`src/rtl/cpu_pkg.sv`:
```
// cpu_pkg: shared opcodes, widths, reset default and fetch FSM encoding
package cpu_pkg;
  localparam int XLEN = 32;
  localparam logic [XLEN-1:0] RESET_PC_DEF = 32'h0000_0000;
  localparam logic [5:0] OP_JUMP  = 6'b010010;
  localparam logic [5:0] OP_ADDI  = 6'b001000;
  localparam logic [5:0] OP_LOAD  = 6'b100011;
  localparam logic [5:0] OP_STORE = 6'b101011;
  localparam logic [5:0] OP_BEQ   = 6'b000100;
  typedef enum logic {IDLE, RUN} fetch_state_e;
endpackage

```
`src/rtl/if_next_pc.sv`:
```
// if_next_pc: sequential and unconditional-jump successor of a pc
module if_next_pc import cpu_pkg::*; #(
  parameter logic [5:0] JUMP_OP = cpu_pkg::OP_JUMP
) (
  input  logic [XLEN-1:0] pc,
  input  logic [XLEN-1:0] inst,
  output logic [XLEN-1:0] pc4,
  output logic [XLEN-1:0] next_pc,
  output logic            is_jump
);
  always_comb begin
    pc4 = pc + 32'd4;
    is_jump = inst[31:26] == JUMP_OP;
    next_pc = is_jump ? {pc4[31:28], inst[25:0], 2'b00} : pc4;
  end
endmodule

```
`src/rtl/if_fetch_stage.sv`:
```
// if_fetch_stage: pc owner driving the instruction ROM into a valid/ready IF/ID register
module if_fetch_stage import cpu_pkg::*; #(
  parameter logic [XLEN-1:0] RESET_PC = RESET_PC_DEF,
  parameter logic [5:0] OP_JUMP = cpu_pkg::OP_JUMP
) (
  input  logic        clk,
  input  logic        rst_n,
  input  logic        fetch_en,
  output logic [31:0] imem_addr,
  input  logic [31:0] imem_inst,
  input  logic        redirect_valid,
  input  logic [31:0] redirect_pc,
  output logic        out_valid,
  input  logic        out_ready,
  output logic [31:0] out_inst,
  output logic [31:0] out_pc,
  output logic [31:0] out_pc4,
  output logic [31:0] fetch_count
);
  fetch_state_e state_q, state_d;
  logic [31:0] pc_q, pc_d, out_inst_q, out_inst_d, out_pc_q, out_pc_d;
  logic [31:0] out_pc4_q, out_pc4_d, cnt_q, cnt_d, pc4, next_pc, pc_nxt;
  logic out_valid_q, out_valid_d, is_jump, fire;
  if_next_pc #(.JUMP_OP(OP_JUMP)) u_next_pc (
    .pc(pc_q),
    .inst(imem_inst),
    .pc4(pc4),
    .next_pc(next_pc),
    .is_jump(is_jump)
  );
  always_comb begin
    pc_nxt = is_jump ? next_pc : pc4;
    fire = state_q == RUN && fetch_en && !redirect_valid && (!out_valid_q || out_ready);
    state_d = fetch_en ? RUN : IDLE;
    pc_d = redirect_valid ? {redirect_pc[31:2], 2'b00} : fire ? pc_nxt : pc_q;
    // redirect flushes IF/ID even while downstream is stalling
    out_valid_d = !redirect_valid && (fire || (out_valid_q && !out_ready));
    out_inst_d = fire ? imem_inst : out_inst_q;
    out_pc_d = fire ? pc_q : out_pc_q;
    out_pc4_d = fire ? pc4 : out_pc4_q;
    cnt_d = cnt_q + {31'd0, fire};
  end
  always_ff @(posedge clk) begin
    if (!rst_n) begin
      state_q <= IDLE;
      pc_q <= RESET_PC;
      out_valid_q <= 1'b0;
      out_inst_q <= '0;
      out_pc_q <= '0;
      out_pc4_q <= '0;
      cnt_q <= '0;
    end else begin
      state_q <= state_d;
      pc_q <= pc_d;
      out_valid_q <= out_valid_d;
      out_inst_q <= out_inst_d;
      out_pc_q <= out_pc_d;
      out_pc4_q <= out_pc4_d;
      cnt_q <= cnt_d;
    end
  end
  assign imem_addr = pc_q;
  assign out_valid = out_valid_q;
  assign out_inst = out_inst_q;
  assign out_pc = out_pc_q;
  assign out_pc4 = out_pc4_q;
  assign fetch_count = cnt_q;
endmodule

```
`config.mk`:
```
export PLATFORM = sky130hd
export DESIGN_NAME = if_fetch_stage
export DESIGN_NICKNAME = d
export VERILOG_FILES = /design/src/rtl/cpu_pkg.sv /design/src/rtl/if_next_pc.sv /design/src/rtl/if_fetch_stage.sv
export SDC_FILE = /design/constraint.sdc
export NUM_CORES = 1
export LEC_CHECK = 0
export CAP_MARGIN = 20
export CELL_PAD_IN_SITES_DETAIL_PLACEMENT = 1
export CELL_PAD_IN_SITES_GLOBAL_PLACEMENT = 1
export CORE_ASPECT_RATIO = 1.1
export CORE_UTILIZATION = 34
export DETAILED_ROUTE_END_ITERATION = 16
export PLACE_DENSITY = 0.89
export SLEW_MARGIN = 20
export SYNTH_ARGS = -nofsm -noshare
export SYNTH_HDL_FRONTEND = slang
export SYNTH_HIERARCHICAL = 1
export SYNTH_SLANG_ARGS = --single-unit
export TNS_END_PERCENT = 20
```
`constraint.sdc`:
```
create_clock -name clk -period 4.6 [get_ports clk]
set_clock_uncertainty 0.15 [all_clocks]
set_input_delay 1.15 -clock clk [delete_from_list [all_inputs] [get_ports clk]]
set_output_delay 1.15 -clock clk [all_outputs]
set_load 0.005 [all_outputs]
```
==> results of run 1 <==
-- stage by stage --
step,cell area (sq um),total power (W),utilization [%]
3_5_place_dp,10100,0.001812,45.68
3_3_place_gp,10100,0.001802,45.68
2_1_floorplan,7675,0.001634,-
4_1_cts,10660,0.003188,48.21
5_1_grt,10660,0.003275,48.21
6_report,10660,0.003158,48.22
-- report_power, final --
group	total, W	leakage (nW)	internal, W	switching, W
registers	0.00148	1.31	0.00143	0.0000469
clock network	0.00138	0.268	0.000723	0.000653
logic	0.000303	1.90	0.000155	0.000148
total	0.00316	3.48	0.00231	0.000849
-- cells in the final DEF (no fill, tap or decap), types with 18 or more instances in the layout --
cell type        netlist  final
xnor2_1               21     21
a21oi_1              143    143
nand2_1              258    257
dfxtp_1              162    162
nand4_1               18     18
mux2i_1               34     34
o211ai_1              31     31
nand3_1               49     48
clkdlybuf4s50_1        0    227
nor2_1                34     34
-- flip-flops by register name, summed over array words and instances, names as in the netlist --
signal / cells
out_valid: 1
out_pc4: 32
fetch_count: 32
out_inst: 32
out_pc: 32
state_q: 1
imem_addr: 32
-- metal layers --
metal | GRT usage [%] | vias up | part of all wire (%) | wire (um)
met1 | 29.90 | 3883 | 43 | 12190
met5 | 0 | - | 0 | 0
li1 | - | 3771 | - | -
met4 | 6.555 | 0 | 1.4 | 397
met3 | 5.817 | 25 | 6.2 | 1748
met2 | 41.94 | 230 | 49 | 13760
-- worst max-delay path: cells and delay by family --
kind	cells	cell delay, ns
simple gates	5	1.54
buf+inv	2	0.57
fa+ha+maj	2	0.56
compound gates	1	0.16
-- path summary, 6_finish.rpt --
| check | cells after the start | start | to | slack (ns) |
|---|---|---|---|---|
| setup / recovery | 10 | fetch_en | fetch_count[28] | 0.84 |
| hold / removal | 2 | out_pc4[9] | out_pc4[9] | 0.30 |
| setup reg to reg | 8 | imem_addr[12] | imem_addr[29] | 1.69 |
| hold reg to reg | 2 | out_pc4[9] | out_pc4[9] | 0.30 |
-- cells by family after synthesis --
family	after synthesis	share of synthesized area [%]
multiplexers	45	6.048
adder cells (fa/ha/maj)	4	0.6521
AO/OA/AOI/OAI	212	15.60
XOR/XNOR	31	3.538
AND/OR/NAND/NOR	439	26.75
buffers and inverters	88	5.151
flip-flops	162	42.26
-- cell type report --
cell class	count	area, sq um	share of cell area, %
tap	295	369.1	3.462
multi-input combinational	731	4051	38.00
clock buffer	18	439.2	4.119
antenna	1	2.502	0.02347
timing repair buffer	240	2395	22.46
clock inverter	14	120.1	1.127
inverter	10	41.29	0.3873
sequential	162	3243	30.42
==> results.py, run 1 <==
metrics = {
    "clock_tree": {
        "clkLatencyLatePin_ns": 0.43,
        "cts_buffers": 17,
        "cts.path.max_buffers": 2,
        "cts_resized": 0,
        "clock_sinks": 162,
        "htree_levels": 4,
        "root_buffer": "clkbuf_16",
        "ctsHoldBuffers": 0,
        "cts_tree": "built",
        "post_cts_buffers": 0,
        "clk_pin_slew_ns": 0.07,
    },
    "logic_synthesis": {
        "avgSynthCellArea_sq_um": 7.824,
        "syn_inst": 981,
        "synth_cell_type_count": 45,
        "netlist_area_sq_um": 7675,
        "synth_seq_cells": 162,
        "ys_seq_area_share_pct": 42.26,
        "synth.area.top_cells": "dfxtp_1, nand2_1, a21oi_1",
        "synthArstFlopShare_pct": 0,
        "synthFlopType": "dfxtp_1",
        "synth_edf_count": 0,
        "synth_top_area_share_pct": 42.26,
        "synth.most_common_cell": "nand2_1",
        "synth_commonest_cells": "nand2_1, dfxtp_1, a21oi_1, clkbuf_1, nand3_1",
        "syn-num-nets": 1054,
        "synth_largest_area_cell": "dfxtp_1",
        "synth-warning-count": 6,
    },
    "timing": {
        "worstMarginPinSlew_ns": 1.040,
        "whs_ns": 0.3042,
        "min_period_over_period_pct": 81.77,
        "fmax_ghz": 0.2659,
        "fin_tns_setup_ns": 0,
        "maxSlewHeadroom_pct": 30.65,
        "finalHoldViolCount": 0,
        "rsz0062_at_grt": "false",
        "period_needed_ns": 3.761,
        "drv_slew": 0,
        "setup_viol_count_final": 0,
        "setup_ws_ns": 0.8388,
    },
    "floorplanning": {
        "die_area_sq_um": 23180,
        "start_util_pct": 34.71,
        "die_y_um": 159.6,
        "coreArea_sq_um": 22110,
        "row_count": 57,
        "ios": 230,
        "die_w_um": 145.3,
    },
    "placed_design": {
        "dp_hpwl_um": 19520,
        "post-place-ws_ns": 0.4128,
        "io_buffers": 227,
        "placed_cells": 1438,
        "gp_congestion": 0.7979,
    },
    "critical_path": {
        "critPathSlowestCell": "or4_1",
        "critical_path_class": "in2reg",
        "crit_required_ns": 4.81,
        "critPathArrivalTime_ns": 3.97,
        "crit_chain": "clkdlybuf4s50_1 > and2_1 > nand3_4 > clkinv_2 > ha_1 > ha_1 > nand4_4 > or3_4 > or4_1 > a21oi_1",
        "worst-path-max-fanout": 13,
        "crit_path_end_kind": "flop",
        "start_kind": "input port",
        "cpPeakStageDelay_ns": 0.54,
        "crit_top_cell": "ha_1",
    },
    "status": {
        "status": "finished, final reports clean",
    },
    "power_and_ir_drop": {
        "peakVddDrop_mv": 0.2396,
        "power_density_nw_per_um2": 296.2,
        "p_leak_nw": 3.478,
    },
    "finish": {
        "drive_above_1_share_pct": 6.213,
        "syn_to_final_growth_pct": 38.91,
        "final_cells": 1471,
        "nFillCells": 2658,
        "final_nets": 1235,
    },
    "global_routing": {
        "grt_usage_pct": 24.23,
        "antenna_found_initial": 0,
        "grt_pass1_vias": 8127,
        "overflow": 0,
        "grt_start_max_net_pins": 97,
        "grt_first_pass_wirelength_um": 44590,
    },
    "routing": {
        "ant_nets": 0,
        "drt-total-wl_um": 28090,
        "vias": 7909,
        "drc": 0,
        "wl_per_cell_um": 19.10,
        "drt_iter0_markers": 412,
        "dr.pass1.iters": 5,
        "viasPerCell": 5.377,
    },
    "hold_path": {
        "min_path_type": "reg2reg",
    },
    "flow_run": {
        "maxCapViolCount": 0,
    },
}
Power figures use the tool's default switching activity.
==> run 2, diff against run 1 <==
==> constraint.sdc (replaced) <==
create_clock -name clk -period 3.7 [get_ports clk]
set_clock_uncertainty 0.15 [all_clocks]
set_input_delay 0.925 -clock clk [delete_from_list [all_inputs] [get_ports clk]]
set_output_delay 0.925 -clock clk [all_outputs]
set_load 0.005 [all_outputs]
==> run 2 against run 1 <==
Net effect:
- die area did not move
- non-clock buffer count rose by 9
- worst setup slack worse by 0.48 ns
- critical path type unchanged
- highest routed layer unchanged
==> results.py, run 2 (synthesized netlist as in run 1, its figures left out) <==
metrics = {
    "clock_tree": {
        "cts_resized": 0,
        "clk_pin_slew_ns": 0.07,
        "cts_tree": "built",
        "cts.path.max_buffers": 2,
        "ctsHoldBuffers": 0,
        "post_cts_buffers": 0,
        "cts_buffers": 17,
        "root_buffer": "clkbuf_16",
        "htree_levels": 4,
        "clkLatencyLatePin_ns": 0.43,
        "clock_sinks": 162,
    },
    "finish": {
        "final_cell_mix": "nand2_1, clkdlybuf4s50_1, dfxtp_1",
        "post-route-util_pct": 48.78,
        "drive_above_1_share_pct": 6.847,
        "layout_commonest_cell": "nand2_1",
        "final_nets": 1244,
        "final_cells": 1479,
        "fin_area_sq_um": 10780,
        "syn_to_final_growth_pct": 40.51,
    },
    "power_and_ir_drop": {
        "p_leak_nw": 3.548,
        "peakVddDrop_mv": 0.3168,
        "power_density_nw_per_um2": 381.9,
    },
    "critical_path": {
        "reg2regPathDepth": 8,
        "critical_path_depth": 10,
        "critPathArrivalTime_ns": 3.54,
        "critical_path_class": "in2reg",
        "crit_path_end_kind": "flop",
        "worst-path-max-fanout": 13,
        "reg2reg_slack_ns": 0.72,
        "crit_top_cell": "ha_1",
        "start_kind": "input port",
        "critPathBufInv": 2,
        "path_delay_family": "simple AND/OR/NAND/NOR gates",
        "crit_required_ns": 3.90,
        "cpPeakStageDelay_ns": 0.55,
        "crit_chain": "clkdlybuf4s50_1 > and2_1 > nand3_4 > clkinv_2 > ha_1 > ha_1 > nand4_4 > or3_4 > or4_1 > a21oi_1",
        "critPathSlowestCell": "or4_1",
    },
    "placed_design": {
        "placed_cells": 1447,
        "dp_hpwl_um": 19910,
        "placed_cell_area_sq_um": 10170,
        "io_buffers": 227,
        "gp_congestion": 0.8130,
    },
    "global_routing": {
        "grt_pass1_vias": 8138,
        "overflow": 0,
        "grt_first_pass_wirelength_um": 45550,
        "antenna_found_initial": 1,
        "grt_start_max_net_pins": 97,
        "grt_usage_pct": 24.72,
    },
    "timing": {
        "maxSlewHeadroom_pct": 25.36,
        "period_needed_ns": 3.342,
        "min_period_over_period_pct": 90.31,
        "finalHoldViolCount": 0,
        "worstMarginPinSlew_ns": 1.120,
        "rsz0062_at_grt": "false",
        "drv_slew": 0,
        "fmax_ghz": 0.2993,
        "setup_viol_count_final": 0,
    },
    "routing": {
        "wl_per_cell_um": 19.61,
        "drc": 0,
        "ant_nets": 0,
        "dr.pass1.iters": 5,
        "drt-total-wl_um": 29000,
        "drt_iter0_markers": 451,
        "viasPerCell": 5.425,
        "vias": 8024,
    },
    "floorplanning": {
        "start_util_pct": 34.71,
        "die_y_um": 159.6,
        "die_w_um": 145.3,
        "coreArea_sq_um": 22110,
        "die_area_sq_um": 23180,
        "ios": 230,
        "row_count": 57,
    },
    "hold_path": {
        "min_path_type": "reg2reg",
        "hold_path_depth": 2,
    },
    "flow_run": {
        "maxCapViolCount": 0,
    },
    "status": {
        "status": "finished, final reports clean",
    },
}
[run 2: report_power, final]
group	internal [W]	leakage (nW)	total [W]	switching, W
clock	0.00108	0.296	0.00189	0.000811
combinational	0.000196	1.94	0.000386	0.000190
sequential	0.00178	1.31	0.00184	0.0000578
total	0.00306	3.55	0.00412	0.00106
[run 2: metrics by stage]
stage                     power [W]  setup WS (ns)  setup TNS, ns  hold WS (ns)
final                      0.004119         0.3584              0        0.3047
after CTS                  0.004152         0.3518              0        0.3065
after detailed placement   0.002258       -0.08286        -0.1645        0.2975
after global placement     0.002247        0.05139              0        0.2911
after global routing       0.004263         0.2734              0        0.3207
after floorplan            0.002032       0.005752              0        0.2879
[run 2: final timing paths]
| check | startpoint | to |
|---|---|---|
| setup / recovery | fetch_en | fetch_count[28] |
| hold / removal | out_inst[30] | out_inst[30] |
| setup reg to reg | imem_addr[12] | imem_addr[29] |
| hold reg to reg | out_inst[30] | out_inst[30] |
[run 2: layout make-up]
| type | count | area, sq um |
|---|---|---|
| fillers | 2639 | 11320 |
| multi-input cells | 731 | 4051 |
| flip-flops and latches | 162 | 3243 |
| repair buffers | 249 | 2462 |
| clock buffers | 17 | 425.4 |
| well taps | 295 | 369.1 |
| clock inverters | 14 | 188.9 |
| inverters | 10 | 41.29 |
| diodes | 1 | 2.502 |
[run 2: layer usage]
metal | GRT usage [%] | wire, um | part of all wire (%) | vias to the layer above
met2 | 41.54 | 13740 | 47 | 268
met4 | 10.00 | 805 | 2.8 | 0
met1 | 30.25 | 12510 | 43 | 3911
met5 | 0 | 0 | 0 | -
li1 | - | - | - | 3797
met3 | 5.989 | 1943 | 6.7 | 48
[run 2: tightest hold or removal path: cells and delay by family, from the launching register on]
family | cells | cell delay (ns)
flops | 1 | 0.31
compound gates | 1 | 0.05
simple gates | 1 | 0.05
==> run 3, diff against run 2 <==
--- a/config.mk
+++ b/config.mk
@@ -6,12 +6,11 @@
 export NUM_CORES = 1
 export LEC_CHECK = 0
 export CAP_MARGIN = 20
-export CELL_PAD_IN_SITES_DETAIL_PLACEMENT = 1
-export CELL_PAD_IN_SITES_GLOBAL_PLACEMENT = 1
 export CORE_ASPECT_RATIO = 1.1
-export CORE_UTILIZATION = 34
+export CORE_UTILIZATION = 48
 export DETAILED_ROUTE_END_ITERATION = 16
-export PLACE_DENSITY = 0.89
+export PLACE_DENSITY = 0.9
+export SKIP_CTS_REPAIR_TIMING = 1
 export SLEW_MARGIN = 20
 export SYNTH_ARGS = -nofsm -noshare
 export SYNTH_HDL_FRONTEND = slang
==> run 3 against run 2 <==
Net effect:
- final cell count decreased by 6.7%
- utilization up 19 points
- worst hold slack lost 0.0022 ns
- sequential power barely moved
- die area shrank 29%
- critical path type unchanged
- critical path depth shrank 1
- first-iteration DRC count rose by 59%
- fmax rose by 2.4%
- sequential share of layout area up 0.46 points
- routed wire length shrank 16%
- via count fell by 0.96%
- register-to-register slack gained 0.15 ns
==> results.py, run 3 (synthesized netlist as in run 1, its figures left out) <==
metrics = {
    "status": {
        "status": "finished, final reports clean",
    },
    "clock_tree": {
        "clk_pin_slew_ns": 0.06,
        "clock_sinks": 162,
        "root_buffer": "clkbuf_16",
        "cts_tree": "built",
        "cts.path.max_buffers": 2,
        "cts_buffers": 17,
        "clkLatencyLatePin_ns": 0.42,
        "htree_levels": 4,
    },
    "routing": {
        "viasPerCell": 5.759,
        "drc": 0,
        "vias": 7947,
        "drt_iter0_markers": 719,
        "wl_per_cell_um": 17.69,
        "ant_nets": 0,
        "dr.pass1.iters": 6,
        "drt-total-wl_um": 24410,
    },
    "finish": {
        "final_cells": 1380,
        "layout_commonest_cell": "nand2_1",
        "drive_above_1_share_pct": 6.441,
        "final_cell_mix": "nand2_1, clkdlybuf4s50_1, dfxtp_1",
        "syn_to_final_growth_pct": 38.38,
        "final_nets": 1240,
        "fin_area_sq_um": 10620,
        "diodes": 0,
    },
    "critical_path": {
        "worst-path-max-fanout": 48,
        "crit_path_end_kind": "flop",
        "critPathArrivalTime_ns": 3.47,
        "critPathSlowestCell": "or4_1",
        "crit_chain": "clkdlybuf4s50_1 > and2_1 > nand3_4 > clkinv_2 > buf_4 > ha_1 > nand4_2 > or4_1 > a21oi_1",
        "crit_required_ns": 3.91,
        "critical_path_class": "in2reg",
        "start_kind": "input port",
        "cpPeakStageDelay_ns": 0.56,
    },
    "timing": {
        "fmax_ghz": 0.3064,
        "worstMarginPinSlew_ns": 1.045,
        "rsz0062_at_grt": "false",
        "setup_viol_count_final": 0,
        "min_period_over_period_pct": 88.21,
        "maxSlewHeadroom_pct": 30.34,
        "finalHoldViolCount": 0,
        "drv_slew": 0,
        "period_needed_ns": 3.264,
        "whs_ns": 0.3025,
    },
    "power_and_ir_drop": {
        "p_leak_nw": 3.519,
        "clkPwrFrac_pct": 44.8,
        "power_frac_seq_pct": 45.9,
        "peakVddDrop_mv": 0.2891,
        "power_density_nw_per_um2": 376.6,
        "pwr-share-comb_pct": 9.3,
        "internal-power_w": 0.002999,
        "swShare_pct": 25.01,
        "power.switching_w": 0.001000,
    },
    "global_routing": {
        "grt_usage_pct": 29.16,
        "antenna_found_initial": 0,
        "grt_pass1_vias": 7189,
        "grt_first_pass_wirelength_um": 37420,
        "grt_start_max_net_pins": 97,
        "overflow": 0,
    },
    "floorplanning": {
        "die_y_um": 134.6,
        "die_w_um": 122.6,
        "die_area_sq_um": 16500,
        "start_util_pct": 48.96,
        "ios": 230,
        "coreArea_sq_um": 15680,
        "row_count": 48,
    },
    "placed_design": {
        "io_buffers": 227,
        "placed_cell_area_sq_um": 10030,
        "gp_congestion": 0.8734,
        "dp_hpwl_um": 16240,
        "placed_cells": 1348,
    },
    "hold_path": {
        "min_path_type": "reg2reg",
    },
    "flow_run": {
        "maxCapViolCount": 0,
    },
}
-- run 3: worst paths after layout --
| check | startpoint | to | slack, ns | depth (start not counted) |
|---|---|---|---|---|
| max | fetch_en | fetch_count[29] | 0.44 | 9 |
| max reg2reg | imem_addr[12] | imem_addr[29] | 0.87 | 8 |
| min | out_pc[24] | out_pc[24] | 0.30 | 2 |
| min reg2reg | out_pc[24] | out_pc[24] | 0.30 | 2 |
-- run 3: layout make-up --
cell class,instances,area [sq um]
multi-input combinational,731,4049
timing repair buffer,245,2445
sequential,162,3243
inverter,10,41.29
fill,1222,5055
clock buffer,19,442.9
tap,200,250.2
clock inverter,13,148.9
-- run 3: stage by stage --
| stage | power, W | TNS [ns] | utilization, % | setup WS [ns] |
|---|---|---|---|---|
| floorplan | 0.002032 | 0 | - | 0.005752 |
| global placement | 0.002233 | 0 | 63.98 | 0.04873 |
| detailed placement | 0.002240 | -0.0009863 | 63.98 | -0.0009863 |
| CTS | 0.004014 | 0 | 67.75 | 0.4505 |
| global route | 0.004124 | 0 | 67.75 | 0.2742 |
| finish | 0.003999 | 0 | 67.75 | 0.4361 |
-- run 3: layer usage --
layer | global-route usage, % | vias up | part of all wire (%) | wire length [um]
met4 | 9.824 | 0 | 2.3 | 561
met2 | 48.75 | 365 | 48 | 11690
li1 | - | 3796 | - | -
met3 | 9.544 | 55 | 9.4 | 2293
met5 | 0 | - | 0 | 0
met1 | 34.87 | 3731 | 40 | 9868
-- run 3: worst max-delay path, delay by kind of cell --
| kind | cells | cell delay, ns |
|---|---|---|
| adders and majority gates | 1 | 0.31 |
| buffers and inverters | 3 | 1.01 |
| AOI/OAI and AO/OA | 1 | 0.14 |
| and+or+nand+nor | 4 | 1.08 |
-- run 3: power by group through the flow --
stage	sequential [W]	combinational, W	clock [W]
after global routing	0.00184	0.000401	0.00188
after detailed placement	0.00187	0.000365	0
after global placement	0.00187	0.000360	0
final	0.00184	0.000371	0.00179
after CTS	0.00184	0.000370	0.00181
after floorplan	0.00186	0.000170	0
